## src/rtl/float_mul_pkg.sv

```systemverilog
// Shared types and IEEE-style bit-pattern helpers for the parametrised floating-point datapath.
package float_mul_pkg;

    typedef enum logic [1:0] {
        CLS_ZERO = 2'd0,
        CLS_NORM = 2'd1,
        CLS_INF  = 2'd2,
        CLS_NAN  = 2'd3
    } cls_e;

    typedef enum logic {
        RM_RNE = 1'b0,
        RM_RTZ = 1'b1
    } rm_e;

    typedef struct packed {
        logic invalid;
        logic overflow;
        logic underflow;
        logic inexact;
    } flags_t;

    // Patterns are built at 64 bits; callers size-cast to their own operand width.
    function automatic logic [63:0] f_qnan(input int exp_w, input int man_w);
        logic [63:0] r;
        r = ((64'd1 << exp_w) - 64'd1) << man_w;
        r = r | (64'd1 << (man_w - 1));
        return r;
    endfunction

    function automatic logic [63:0] f_inf(input logic sign, input int exp_w, input int man_w);
        logic [63:0] r;
        r = ((64'd1 << exp_w) - 64'd1) << man_w;
        if (sign) begin
            r = r | (64'd1 << (exp_w + man_w));
        end else begin
            r = r;
        end
        return r;
    endfunction

    function automatic logic [63:0] f_max_finite(input logic sign, input int exp_w, input int man_w);
        logic [63:0] r;
        r = (((64'd1 << exp_w) - 64'd2) << man_w) | ((64'd1 << man_w) - 64'd1);
        if (sign) begin
            r = r | (64'd1 << (exp_w + man_w));
        end else begin
            r = r;
        end
        return r;
    endfunction

endpackage

```

## src/rtl/mul_float_round.sv

```systemverilog
// Combinational normalise / round / pack of a raw mantissa product with special-value override.
module mul_float_round
    import float_mul_pkg::*;
#(
    parameter  int P_EXP_W = 8,
    parameter  int P_MAN_W = 23,
    localparam int P_W     = 1 + P_EXP_W + P_MAN_W,
    localparam int PROD_W  = 2 * P_MAN_W + 2
) (
    input  logic                 sign_i,
    input  rm_e                  rm_i,
    input  cls_e                 cls_i,
    input  logic [P_EXP_W+1:0]   exp_i,
    input  logic [PROD_W-1:0]    prod_i,
    output logic [P_W-1:0]       data_o,
    output flags_t               flags_o
);

    localparam logic [P_EXP_W:0] EXP_ONES = {1'b0, {P_EXP_W{1'b1}}};

    logic               msb_s;
    logic [P_MAN_W-1:0] frac_s;
    logic               guard_s;
    logic               sticky_s;
    logic               round_up_s;
    logic [P_MAN_W:0]   frac_rnd_s;
    logic [P_EXP_W+1:0] exp_f_s;
    logic               ovf_s;
    logic               unf_s;

    // Normalise, round, then choose between special, saturated and packed results.
    always_comb begin
        msb_s = prod_i[PROD_W-1];
        if (msb_s) begin
            frac_s   = prod_i[PROD_W-2 -: P_MAN_W];
            guard_s  = prod_i[P_MAN_W];
            sticky_s = |prod_i[P_MAN_W-1:0];
        end else begin
            frac_s   = prod_i[PROD_W-3 -: P_MAN_W];
            guard_s  = prod_i[P_MAN_W-1];
            sticky_s = |prod_i[P_MAN_W-2:0];
        end

        round_up_s = (rm_i == RM_RNE) && guard_s && (sticky_s || frac_s[0]);
        frac_rnd_s = {1'b0, frac_s} + {{P_MAN_W{1'b0}}, round_up_s};
        // exp_i is two's complement; a rounding carry-out leaves the fraction all-zero
        exp_f_s    = exp_i + {{(P_EXP_W+1){1'b0}}, msb_s}
                           + {{(P_EXP_W+1){1'b0}}, frac_rnd_s[P_MAN_W]};

        ovf_s = !exp_f_s[P_EXP_W+1] && (exp_f_s[P_EXP_W:0] >= EXP_ONES);
        unf_s = exp_f_s[P_EXP_W+1] || (exp_f_s == {(P_EXP_W+2){1'b0}});

        data_o  = {P_W{1'b0}};
        flags_o = flags_t'(4'b0000);
        case (cls_i)
            CLS_NAN: begin
                data_o          = P_W'(f_qnan(P_EXP_W, P_MAN_W));
                flags_o.invalid = 1'b1;
            end
            CLS_INF: begin
                data_o = P_W'(f_inf(sign_i, P_EXP_W, P_MAN_W));
            end
            CLS_ZERO: begin
                data_o = {sign_i, {(P_W-1){1'b0}}};
            end
            CLS_NORM: begin
                flags_o.inexact = guard_s || sticky_s;
                if (ovf_s) begin
                    data_o           = (rm_i == RM_RNE) ? P_W'(f_inf(sign_i, P_EXP_W, P_MAN_W))
                                                        : P_W'(f_max_finite(sign_i, P_EXP_W, P_MAN_W));
                    flags_o.overflow = 1'b1;
                    flags_o.inexact  = 1'b1;
                end else if (unf_s) begin
                    data_o            = {sign_i, {(P_W-1){1'b0}}};
                    flags_o.underflow = 1'b1;
                    flags_o.inexact   = 1'b1;
                end else begin
                    data_o = {sign_i, exp_f_s[P_EXP_W-1:0], frac_rnd_s[P_MAN_W-1:0]};
                end
            end
            default: begin
                data_o  = {P_W{1'b0}};
                flags_o = flags_t'(4'b0000);
            end
        endcase
    end

endmodule

```

## src/rtl/mul_float_pipe.sv

```systemverilog
// Three-stage pipelined floating-point multiplier with global-stall back-pressure.
module mul_float_pipe
    import float_mul_pkg::*;
#(
    parameter  int P_EXP_W = 8,
    parameter  int P_MAN_W = 23,
    localparam int P_W     = 1 + P_EXP_W + P_MAN_W
) (
    input  logic           iCLOCK,
    input  logic           inRESET,
    input  logic           iRESET_SYNC,
    input  logic           iDATA_REQ,
    output logic           oDATA_BUSY,
    input  logic [P_W-1:0] iDATA_A,
    input  logic [P_W-1:0] iDATA_B,
    input  logic           iDATA_RM,
    output logic           oDATA_VALID,
    input  logic           iDATA_BUSY,
    output logic [P_W-1:0] oDATA,
    output logic [3:0]     oDATA_FLAGS
);

    localparam int EXP_SW = P_EXP_W + 2;
    localparam int PROD_W = 2 * P_MAN_W + 2;
    localparam logic [EXP_SW-1:0] BIAS = EXP_SW'((1 << (P_EXP_W - 1)) - 1);

    function automatic cls_e classify(input logic [P_EXP_W-1:0] e, input logic [P_MAN_W-1:0] f);
        cls_e c;
        if (e == {P_EXP_W{1'b0}}) begin
            c = CLS_ZERO;
        end else if (e == {P_EXP_W{1'b1}}) begin
            c = (f == {P_MAN_W{1'b0}}) ? CLS_INF : CLS_NAN;
        end else begin
            c = CLS_NORM;
        end
        return c;
    endfunction

    logic adv_s;
    cls_e cls_a_s, cls_b_s;

    logic                s1_vld_q, s2_vld_q, out_vld_q;
    logic                s1_sign_d, s1_sign_q, s2_sign_q;
    rm_e                 s1_rm_q, s2_rm_q;
    cls_e                s1_cls_d, s1_cls_q, s2_cls_q;
    logic [EXP_SW-1:0]   s1_exp_d, s1_exp_q, s2_exp_q;
    logic [P_MAN_W:0]    s1_man_a_q, s1_man_b_q;
    logic [PROD_W-1:0]   s2_prod_d, s2_prod_q;
    logic [P_W-1:0]      rnd_data_s, out_data_q;
    flags_t              rnd_flags_s, out_flags_q;

    assign adv_s       = !(out_vld_q && iDATA_BUSY);
    assign oDATA_BUSY  = !adv_s;
    assign oDATA_VALID = out_vld_q;
    assign oDATA       = out_data_q;
    assign oDATA_FLAGS = out_flags_q;

    // Unpack: classify operands and resolve the special-value outcome by priority.
    always_comb begin
        cls_a_s   = classify(iDATA_A[P_W-2 -: P_EXP_W], iDATA_A[P_MAN_W-1:0]);
        cls_b_s   = classify(iDATA_B[P_W-2 -: P_EXP_W], iDATA_B[P_MAN_W-1:0]);
        s1_sign_d = iDATA_A[P_W-1] ^ iDATA_B[P_W-1];
        s1_exp_d  = EXP_SW'(iDATA_A[P_W-2 -: P_EXP_W]) + EXP_SW'(iDATA_B[P_W-2 -: P_EXP_W]) - BIAS;
        if ((cls_a_s == CLS_NAN) || (cls_b_s == CLS_NAN) ||
            ((cls_a_s == CLS_INF) && (cls_b_s == CLS_ZERO)) ||
            ((cls_a_s == CLS_ZERO) && (cls_b_s == CLS_INF))) begin
            s1_cls_d = CLS_NAN;
        end else if ((cls_a_s == CLS_INF) || (cls_b_s == CLS_INF)) begin
            s1_cls_d = CLS_INF;
        end else if ((cls_a_s == CLS_ZERO) || (cls_b_s == CLS_ZERO)) begin
            s1_cls_d = CLS_ZERO;
        end else begin
            s1_cls_d = CLS_NORM;
        end
        s2_prod_d = PROD_W'(s1_man_a_q) * PROD_W'(s1_man_b_q);
    end

    // Stage valids: all stages move together; a stall freezes the whole pipe.
    always_ff @(posedge iCLOCK or negedge inRESET) begin
        if (!inRESET) begin
            s1_vld_q  <= 1'b0;
            s2_vld_q  <= 1'b0;
            out_vld_q <= 1'b0;
        end else if (iRESET_SYNC) begin
            s1_vld_q  <= 1'b0;
            s2_vld_q  <= 1'b0;
            out_vld_q <= 1'b0;
        end else if (adv_s) begin
            s1_vld_q  <= iDATA_REQ;
            s2_vld_q  <= s1_vld_q;
            out_vld_q <= s2_vld_q;
        end
    end

    // Datapath registers for the unpack and multiply stages.
    always_ff @(posedge iCLOCK or negedge inRESET) begin
        if (!inRESET) begin
            s1_sign_q  <= 1'b0;
            s1_rm_q    <= RM_RNE;
            s1_cls_q   <= CLS_ZERO;
            s1_exp_q   <= {EXP_SW{1'b0}};
            s1_man_a_q <= {(P_MAN_W+1){1'b0}};
            s1_man_b_q <= {(P_MAN_W+1){1'b0}};
            s2_sign_q  <= 1'b0;
            s2_rm_q    <= RM_RNE;
            s2_cls_q   <= CLS_ZERO;
            s2_exp_q   <= {EXP_SW{1'b0}};
            s2_prod_q  <= {PROD_W{1'b0}};
        end else if (adv_s) begin
            s1_sign_q  <= s1_sign_d;
            s1_rm_q    <= rm_e'(iDATA_RM);
            s1_cls_q   <= s1_cls_d;
            s1_exp_q   <= s1_exp_d;
            s1_man_a_q <= {1'b1, iDATA_A[P_MAN_W-1:0]};
            s1_man_b_q <= {1'b1, iDATA_B[P_MAN_W-1:0]};
            s2_sign_q  <= s1_sign_q;
            s2_rm_q    <= s1_rm_q;
            s2_cls_q   <= s1_cls_q;
            s2_exp_q   <= s1_exp_q;
            s2_prod_q  <= s2_prod_d;
        end
    end

    mul_float_round #(
        .P_EXP_W (P_EXP_W),
        .P_MAN_W (P_MAN_W)
    ) u_round (
        .sign_i  (s2_sign_q),
        .rm_i    (s2_rm_q),
        .cls_i   (s2_cls_q),
        .exp_i   (s2_exp_q),
        .prod_i  (s2_prod_q),
        .data_o  (rnd_data_s),
        .flags_o (rnd_flags_s)
    );

    // Output stage: captures a result only when a real operation leaves S2.
    always_ff @(posedge iCLOCK or negedge inRESET) begin
        if (!inRESET) begin
            out_data_q  <= {P_W{1'b0}};
            out_flags_q <= flags_t'(4'b0000);
        end else if (iRESET_SYNC) begin
            out_data_q  <= {P_W{1'b0}};
            out_flags_q <= flags_t'(4'b0000);
        end else if (adv_s && s2_vld_q) begin
            out_data_q  <= rnd_data_s;
            out_flags_q <= rnd_flags_s;
        end
    end

endmodule

```

## config.mk

```make
export PLATFORM = sky130hd
export DESIGN_NAME = mul_float_pipe
export DESIGN_NICKNAME = d
export VERILOG_FILES = /design/src/rtl/float_mul_pkg.sv /design/src/rtl/mul_float_round.sv /design/src/rtl/mul_float_pipe.sv
export SDC_FILE = /design/constraint.sdc
export NUM_CORES = 2
export LEC_CHECK = 0
export ABC_AREA = 1
export CAP_MARGIN = 10
export CORE_UTILIZATION = 60
export DETAILED_ROUTE_END_ITERATION = 16
export DONT_BUFFER_PORTS = 1
export GPL_TIMING_DRIVEN = 0
export HOLD_SLACK_MARGIN = 0.15
export PLACE_DENSITY_LB_ADDON = 0.08
export RECOVER_POWER = 100
export SYNTH_ARGS = -nofsm -noshare
export SYNTH_HDL_FRONTEND = slang
export SYNTH_SLANG_ARGS = --single-unit
export TNS_END_PERCENT = 20
```

## constraint.sdc

```tcl
create_clock -name iCLOCK -period 7.3 [get_ports iCLOCK]
set_input_delay 1.46 -clock iCLOCK [delete_from_list [all_inputs] [get_ports iCLOCK]]
set_output_delay 1.46 -clock iCLOCK [all_outputs]
set_load 0.005 [all_outputs]
```

Word-level counts from Yosys, hierarchy flattened
Cells that the tools add are included.

cells by class
  mux-type cells = 34
  bitwise gates (word level) = 2
  reduce and logical (&&, ||, !) cells = 28
  add/subtract/negate cells = 5
  order comparisons = 1
  multiply operators = 1
  eq/ne operators = 10

operator list
  operator                                                                              count
  32-bit two-way mux                                                                    6
  32-bit case mux with 4 select lines                                                   1
  24-bit by 24-bit multiplier with 48-bit output                                        1
  23-bit logical NOT                                                                    2
  31-bit two-way mux                                                                    1
  23-bit by 1-bit adder with 24-bit output                                              1
  23-bit two-way mux                                                                    1
  23-bit OR reduction                                                                   1
  22-bit OR reduction                                                                   1
  10-bit by 1-bit adder with 10-bit output                                              2
  8-bit == test (second input constant)                                                 2
  8-bit logical NOT                                                                     2
  1-bit two-way mux                                                                     15
  2-bit two-way mux                                                                     7
  2-bit == test (second input constant)                                                 6
  10-bit logical NOT                                                                    1
  9-bit by 7-bit subtractor with 10-bit output (second input constant)                  1
  8-bit by 8-bit adder with 9-bit output                                                1
  9-bit by 8-bit greater-or-equal comparator with 1-bit output (second input constant)  1
  1-bit logical OR                                                                      8
  4-bit two-way mux                                                                     2
  1-bit logical AND                                                                     7
  2-bit logical NOT                                                                     3
  3-bit two-way mux                                                                     1
  other kinds (6)                                                                       7

storage, ports and cells
  input bits = 70
  flip-flop bits (word level) = 163
  word-level logic and storage cells = 100

Longest topological paths before layout
  depth after elaboration = 13
  depth in mapped cells = 31
  mapped depth without buffers = 29

By module
Synthesis repeated with hierarchy kept, for this count alone.

unflattened totals
  cell total of the unflattened synthesis = 4112
  area, all modules = 29555.8 µm²

modules (own cells, without submodules)
  module           area each (µm²)  times used  cells an instance  sequential area each (µm²)
  mul_float_pipe   27467.6          1           3692               4053.9
  mul_float_round  2088.3           1           420                0.0

Worst setup path after synthesis
OpenSTA, ideal clock, no wires.

  path kind = reg2reg
  start point = register s1_man_a_q[13]
  end point = register s2_prod_q[41]
  path buffers = 2
  cell stages (with the launch flop) = 30
  period minus slack after synthesis = 6030 ps
  setup time = 118 ps
  slack = 1270 ps
  arrival = 5912 ps
  path through = dfrtp_1 clkbuf_1 clkbuf_1 nand2_1 fa_1 inv_1 fa_1 inv_1 fa_1 inv_1 fa_1 inv_1 fa_1 inv_1 fa_1 inv_1 fa_1 inv_1 ha_1 nand2_1 nor2_1 nand2_1 nor3_1 nand2_1 nand3_1 nand2_1 nand2_1 nand2_1 nand3_1 nand2_1

on the way
  word-level cells in the longest chain between the ends = 1

RTL lines
  what                                            RTL line               text
  start: declaration                              mul_float_pipe.sv:47   logic [P_MAN_W:0] s1_man_a_q, s1_man_b_q;
  start signal: assignment                        mul_float_pipe.sv:102  s1_man_a_q <= {(P_MAN_W+1){1'b0}};
  start signal: assignment                        mul_float_pipe.sv:114  s1_man_a_q <= {1'b1, iDATA_A[P_MAN_W-1:0]};
  24-bit by 24-bit multiplier with 48-bit output  mul_float_pipe.sv:75   s2_prod_d = PROD_W'(s1_man_a_q) * PROD_W'(s1_man_b_q);
  end signal: assignment                          mul_float_pipe.sv:108  s2_prod_q <= {PROD_W{1'b0}};
  end signal: assignment                          mul_float_pipe.sv:120  s2_prod_q <= s2_prod_d;
  end: declaration                                mul_float_pipe.sv:48   logic [PROD_W-1:0] s2_prod_d, s2_prod_q;

No other way between the ends.
A chain may end at the register's enable or synchronous reset.

Final worst setup path
  start point = register s1_man_b_q[22]
  end point = register s2_prod_q[24]

on the way
  word-level cells in the longest chain between the ends = 1

RTL lines
  what                                            RTL line               text
  start: declaration                              mul_float_pipe.sv:47
  start signal: assignment                        mul_float_pipe.sv:103  s1_man_b_q <= {(P_MAN_W+1){1'b0}};
  start signal: assignment                        mul_float_pipe.sv:115  s1_man_b_q <= {1'b1, iDATA_B[P_MAN_W-1:0]};
  24-bit by 24-bit multiplier with 48-bit output  mul_float_pipe.sv:75

No other way between the ends.

==> impl_metrics.json <==
{
  "synthAdderAreaFrac": 0.418,
  "max_freq_ghz": 0.139,
  "rsz0062_at_grt": "yes",
  "fp.coreArea_um2": 47600,
  "end_kind": "flop",
  "fill_cells": 4496,
  "fin_crit_ns": 7.17,
  "worstSetupEndpoint": "s2_prod_q[24]",
  "synth-xor-area-share": 0.00667,
  "clock-root-buffer": "clkbuf_16",
  "reg2reg_slack_ns": 0.13,
  "die_width_um": 221,
  "clock_latency_ns": 0.45,
  "status": "complete, no violations",
  "cts_tree": "yes",
  "drt-total-wl_um": 90700,
  "syn_area_um2": 28900,
  "cpMostUsedCell": "fa_1",
  "skew_ns": 0.0188,
  "gp_congestion": 1.03,
  "htreeDepth": 4,
  "clk_pin_slew_ns": 0.08,
  "wl_per_cell_um": 19.5,
  "die-area_um2": 49100,
  "slew_headroom": 0.383,
  "multiInputGateArea_um2": 20000,
  "r2r-end": "s2_prod_q[24]",
  "hold_violations": 0,
  "grt_overflow": 0,
  "crit_path_cell_trace": "clkbuf_1 -> nand2_1 -> fa_1 -> fa_1 -> inv_1 -> fa_1 -> fa_1 -> fa_1 -> fa_1 -> inv_1 -> fa_1 -> inv_1 -> ha_1 -> nand2_1 -> inv_1 -> nand2_1 -> nand3_1 -> a21oi_1 -> nand3_1 -> or2_2 -> nand3_1 -> o21ai_0",
  "cp.required_ns": 7.63,
  "grt_pass1_wl_um": 144000,
  "post_drt_via_cell_ratio": 5.34,
  "finalSetupViolations": 0,
  "cts_inserted_buffers": 17,
  "area_delta_synth_final_pct": 4.82,
  "crit_arrival_ns": 7.50,
  "vias": 24816,
  "clock_sinks": 162,
  "synthSimpleGateAreaFrac": 0.235,
  "start_kind": "flop",
  "dp_hpwl_um": 75400,
  "io_buffers": 0,
  "nets": 4764,
  "grt_util_all_layers": 0.391,
  "drt_iter0_drc": 2291,
  "synthCells": 4023,
  "regArea_um2": 4070,
  "final_max_slew_viol_count": 0,
  "holdBufCountCts": 0,
  "cts.path.max_buffers": 2,
  "seq_area_frac_synth": 0.140,
  "placed_cells": 4638,
  "syn_area_per_cell_um2": 7.18,
  "hold_path.class": "flop to flop",
  "firstDrtPassIters": 8,
  "ant_nets": 0,
  "cap_violations": 0,
  "yosys_warnings": 0,
  "layout-drive-gt1-share": 0.0395,
  "slowest_delay_ns": 0.82,
  "die_h_um": 221,
  "drc": 0,
  "muxShareOfSynthArea": 0,
  "syn_nets": 4769,
  "synthDistinctLibCells": 37,
  "ys_ff_latch": 162,
  "tightestPinTransition_ns": 0.925,
  "reg2reg_from": "s1_man_b_q[22]",
  "grt_pass1_vias": 24994,
  "crit_path_top_delay_cell": "dfrtp_1",
  "r2r_cells": 22,
  "grt_start_max_net_pins": 163,
  "synth_top_family_by_area": "adder cells",
  "synth-compound-area-share": 0.0320,
  "ioPinCount": 108,
  "worstSetupPathType": "flop to flop",
  "antenna_found_initial": 3,
  "cp_max_fo": 10,
  "initial_core_util": 0.607,
  "stdcell_count": 4647,
  "startpoint": "s1_man_b_q[22]",
  "rows": 80,
  "fin_crit_sh": 0.982
}
==> critical path, delay by kind of cell (launching register included) <==
kind,cells,cell delay (ns)
adders and majority gates,8,3.93
buffers and inverters,5,0.82
DFF,1,0.82
AOI/OAI and AO/OA,2,0.38
and+or+nand+nor,7,1.09
==> cell families (layout without fill, tap and decap cells) <==
group	after synthesis	count (layout)
and+or+nand+nor	1701	1701
other	0	2
AOI/OAI and AO/OA	177	177
buffers and inverters	1285	1292
adders and majority gates	676	676
DFF	162	162
xor gates and xnor gates	22	22
==> layout make-up <==
type,instances,share of cell area
diodes,2,0.000165
plain buffers,160,0.0243
clock buffers,18,0.0145
clock inverters,13,0.00545
inverters,1101,0.136
multi-input cells,2576,0.660
flip-flops and latches,162,0.134
well taps,615,0.0254
==> metrics by stage <==
step	TNS (ns)	hold WS, ns	cell area [µm²]	setup WS (ns)	utilization
detailed placement	-4.36	0.453	29700	-0.366	0.623
CTS	0	0.471	30300	0.000193	0.636
finish	0	0.471	30300	0.128	0.636
global route	-0.0980	0.486	30300	-0.0345	0.636
floorplan	0	0.436	28900	1.27	-
global placement	-3.36	0.452	29700	-0.329	0.623
==> placed cells by master, fill, tap and decap left out, drive strengths merged, types with 40 or more instances in the layout <==
cell type,n
a21oi,40
ha,192
nand2,1358
dfrtp,162
clkbuf,166
fa,484
o21ai,123
nand3,117
inv,1109
nor2,131
==> flip-flops by register name (all words and copies together) (netlist names) <==
| name | cells |
|---|---|
| s1_sign_q | 1 |
| s1_rm_q | 1 |
| s1_exp_q | 10 |
| s2_cls_q | 2 |
| s1_man_a_q | 24 |
| s2_prod_q | 48 |
| oDATA_VALID | 1 |
| s1_cls_q | 2 |
| s1_man_b_q | 23 |
| oDATA | 32 |
| s1_vld_q | 1 |
| s2_sign_q | 1 |
| oDATA_FLAGS | 4 |
| s2_exp_q | 10 |
| s2_vld_q | 1 |
| s2_rm_q | 1 |
==> per-layer routing <==
metal | track usage | routed length, µm | share of wire | up-vias
met2 | 0.577 | 38700 | 0.43 | 1242
met4 | 0.135 | 3220 | 0.035 | 2
met5 | 0 | 13 | 0.00014 | -
li1 | - | - | - | 11455
met1 | 0.557 | 37600 | 0.41 | 11933
met3 | 0.106 | 11200 | 0.12 | 184
==> synthesized netlist by cell type <==
| cell type | count | area (µm²) |
|---|---|---|
| o21a_1 | 2 | 15.0 |
| fa_1 | 484 | 9690 |
| buf_4 | 3 | 22.5 |
| a21o_1 | 1 | 7.51 |
| ha_1 | 192 | 2400 |
| o21bai_1 | 6 | 45.0 |
| and2_1 | 2 | 12.5 |
| nand2_1 | 1358 | 5100 |
| buf_1 | 6 | 22.5 |
| clkinv_1 | 1 | 3.75 |
| o31ai_1 | 1 | 7.51 |
| nor3_2 | 1 | 10.0 |
| nor3_1 | 22 | 110 |
| nand4_1 | 31 | 194 |
| nor2_2 | 8 | 50.1 |
| dfrtp_1 | 162 | 4050 |
| nand3b_1 | 13 | 97.6 |
| o21ai_2 | 1 | 8.76 |
| or2_2 | 21 | 131 |
| nand3_1 | 117 | 586 |
| buf_6 | 1 | 11.3 |
| nor2_1 | 122 | 458 |
| a21oi_1 | 40 | 200 |
| inv_1 | 1097 | 4120 |
| buf_2 | 6 | 30.0 |
| clkbuf_2 | 1 | 5.00 |
| o22a_1 | 1 | 8.76 |
| xnor2_1 | 12 | 105 |
| xor2_1 | 10 | 87.6 |
| nor2_4 | 1 | 11.3 |
| clkbuf_1 | 167 | 627 |
| nor4_1 | 5 | 31.3 |
| o22ai_1 | 1 | 6.26 |
| o21ai_1 | 5 | 25.0 |
| inv_2 | 3 | 11.3 |
| o21ai_0 | 117 | 586 |
| a211oi_1 | 2 | 15.0 |
==> worst min path at each step <==
stage	startpoint	end	slack, ns	cells after the start
after floorplan	s2_sign_q	s2_sign_q	0.44	2
after global placement	s2_sign_q	s2_sign_q	0.45	2
after detailed placement	s2_sign_q	s2_sign_q	0.45	2
after CTS	s2_sign_q	s2_sign_q	0.47	2
after global routing	s2_sign_q	s2_sign_q	0.49	2
final	s2_sign_q	s2_sign_q	0.47	2
==> repair_timing <==
item,4_1_cts,5_1_grt
resized for setup,29,136
endpoints found under the setup margin,26,27
hold endpoints to repair,0,0
buffers inserted,0,0
Power is left out: the tool's default activity adds up to more than one toggle a clock period on the data nets, which glitch-free logic cannot reach.
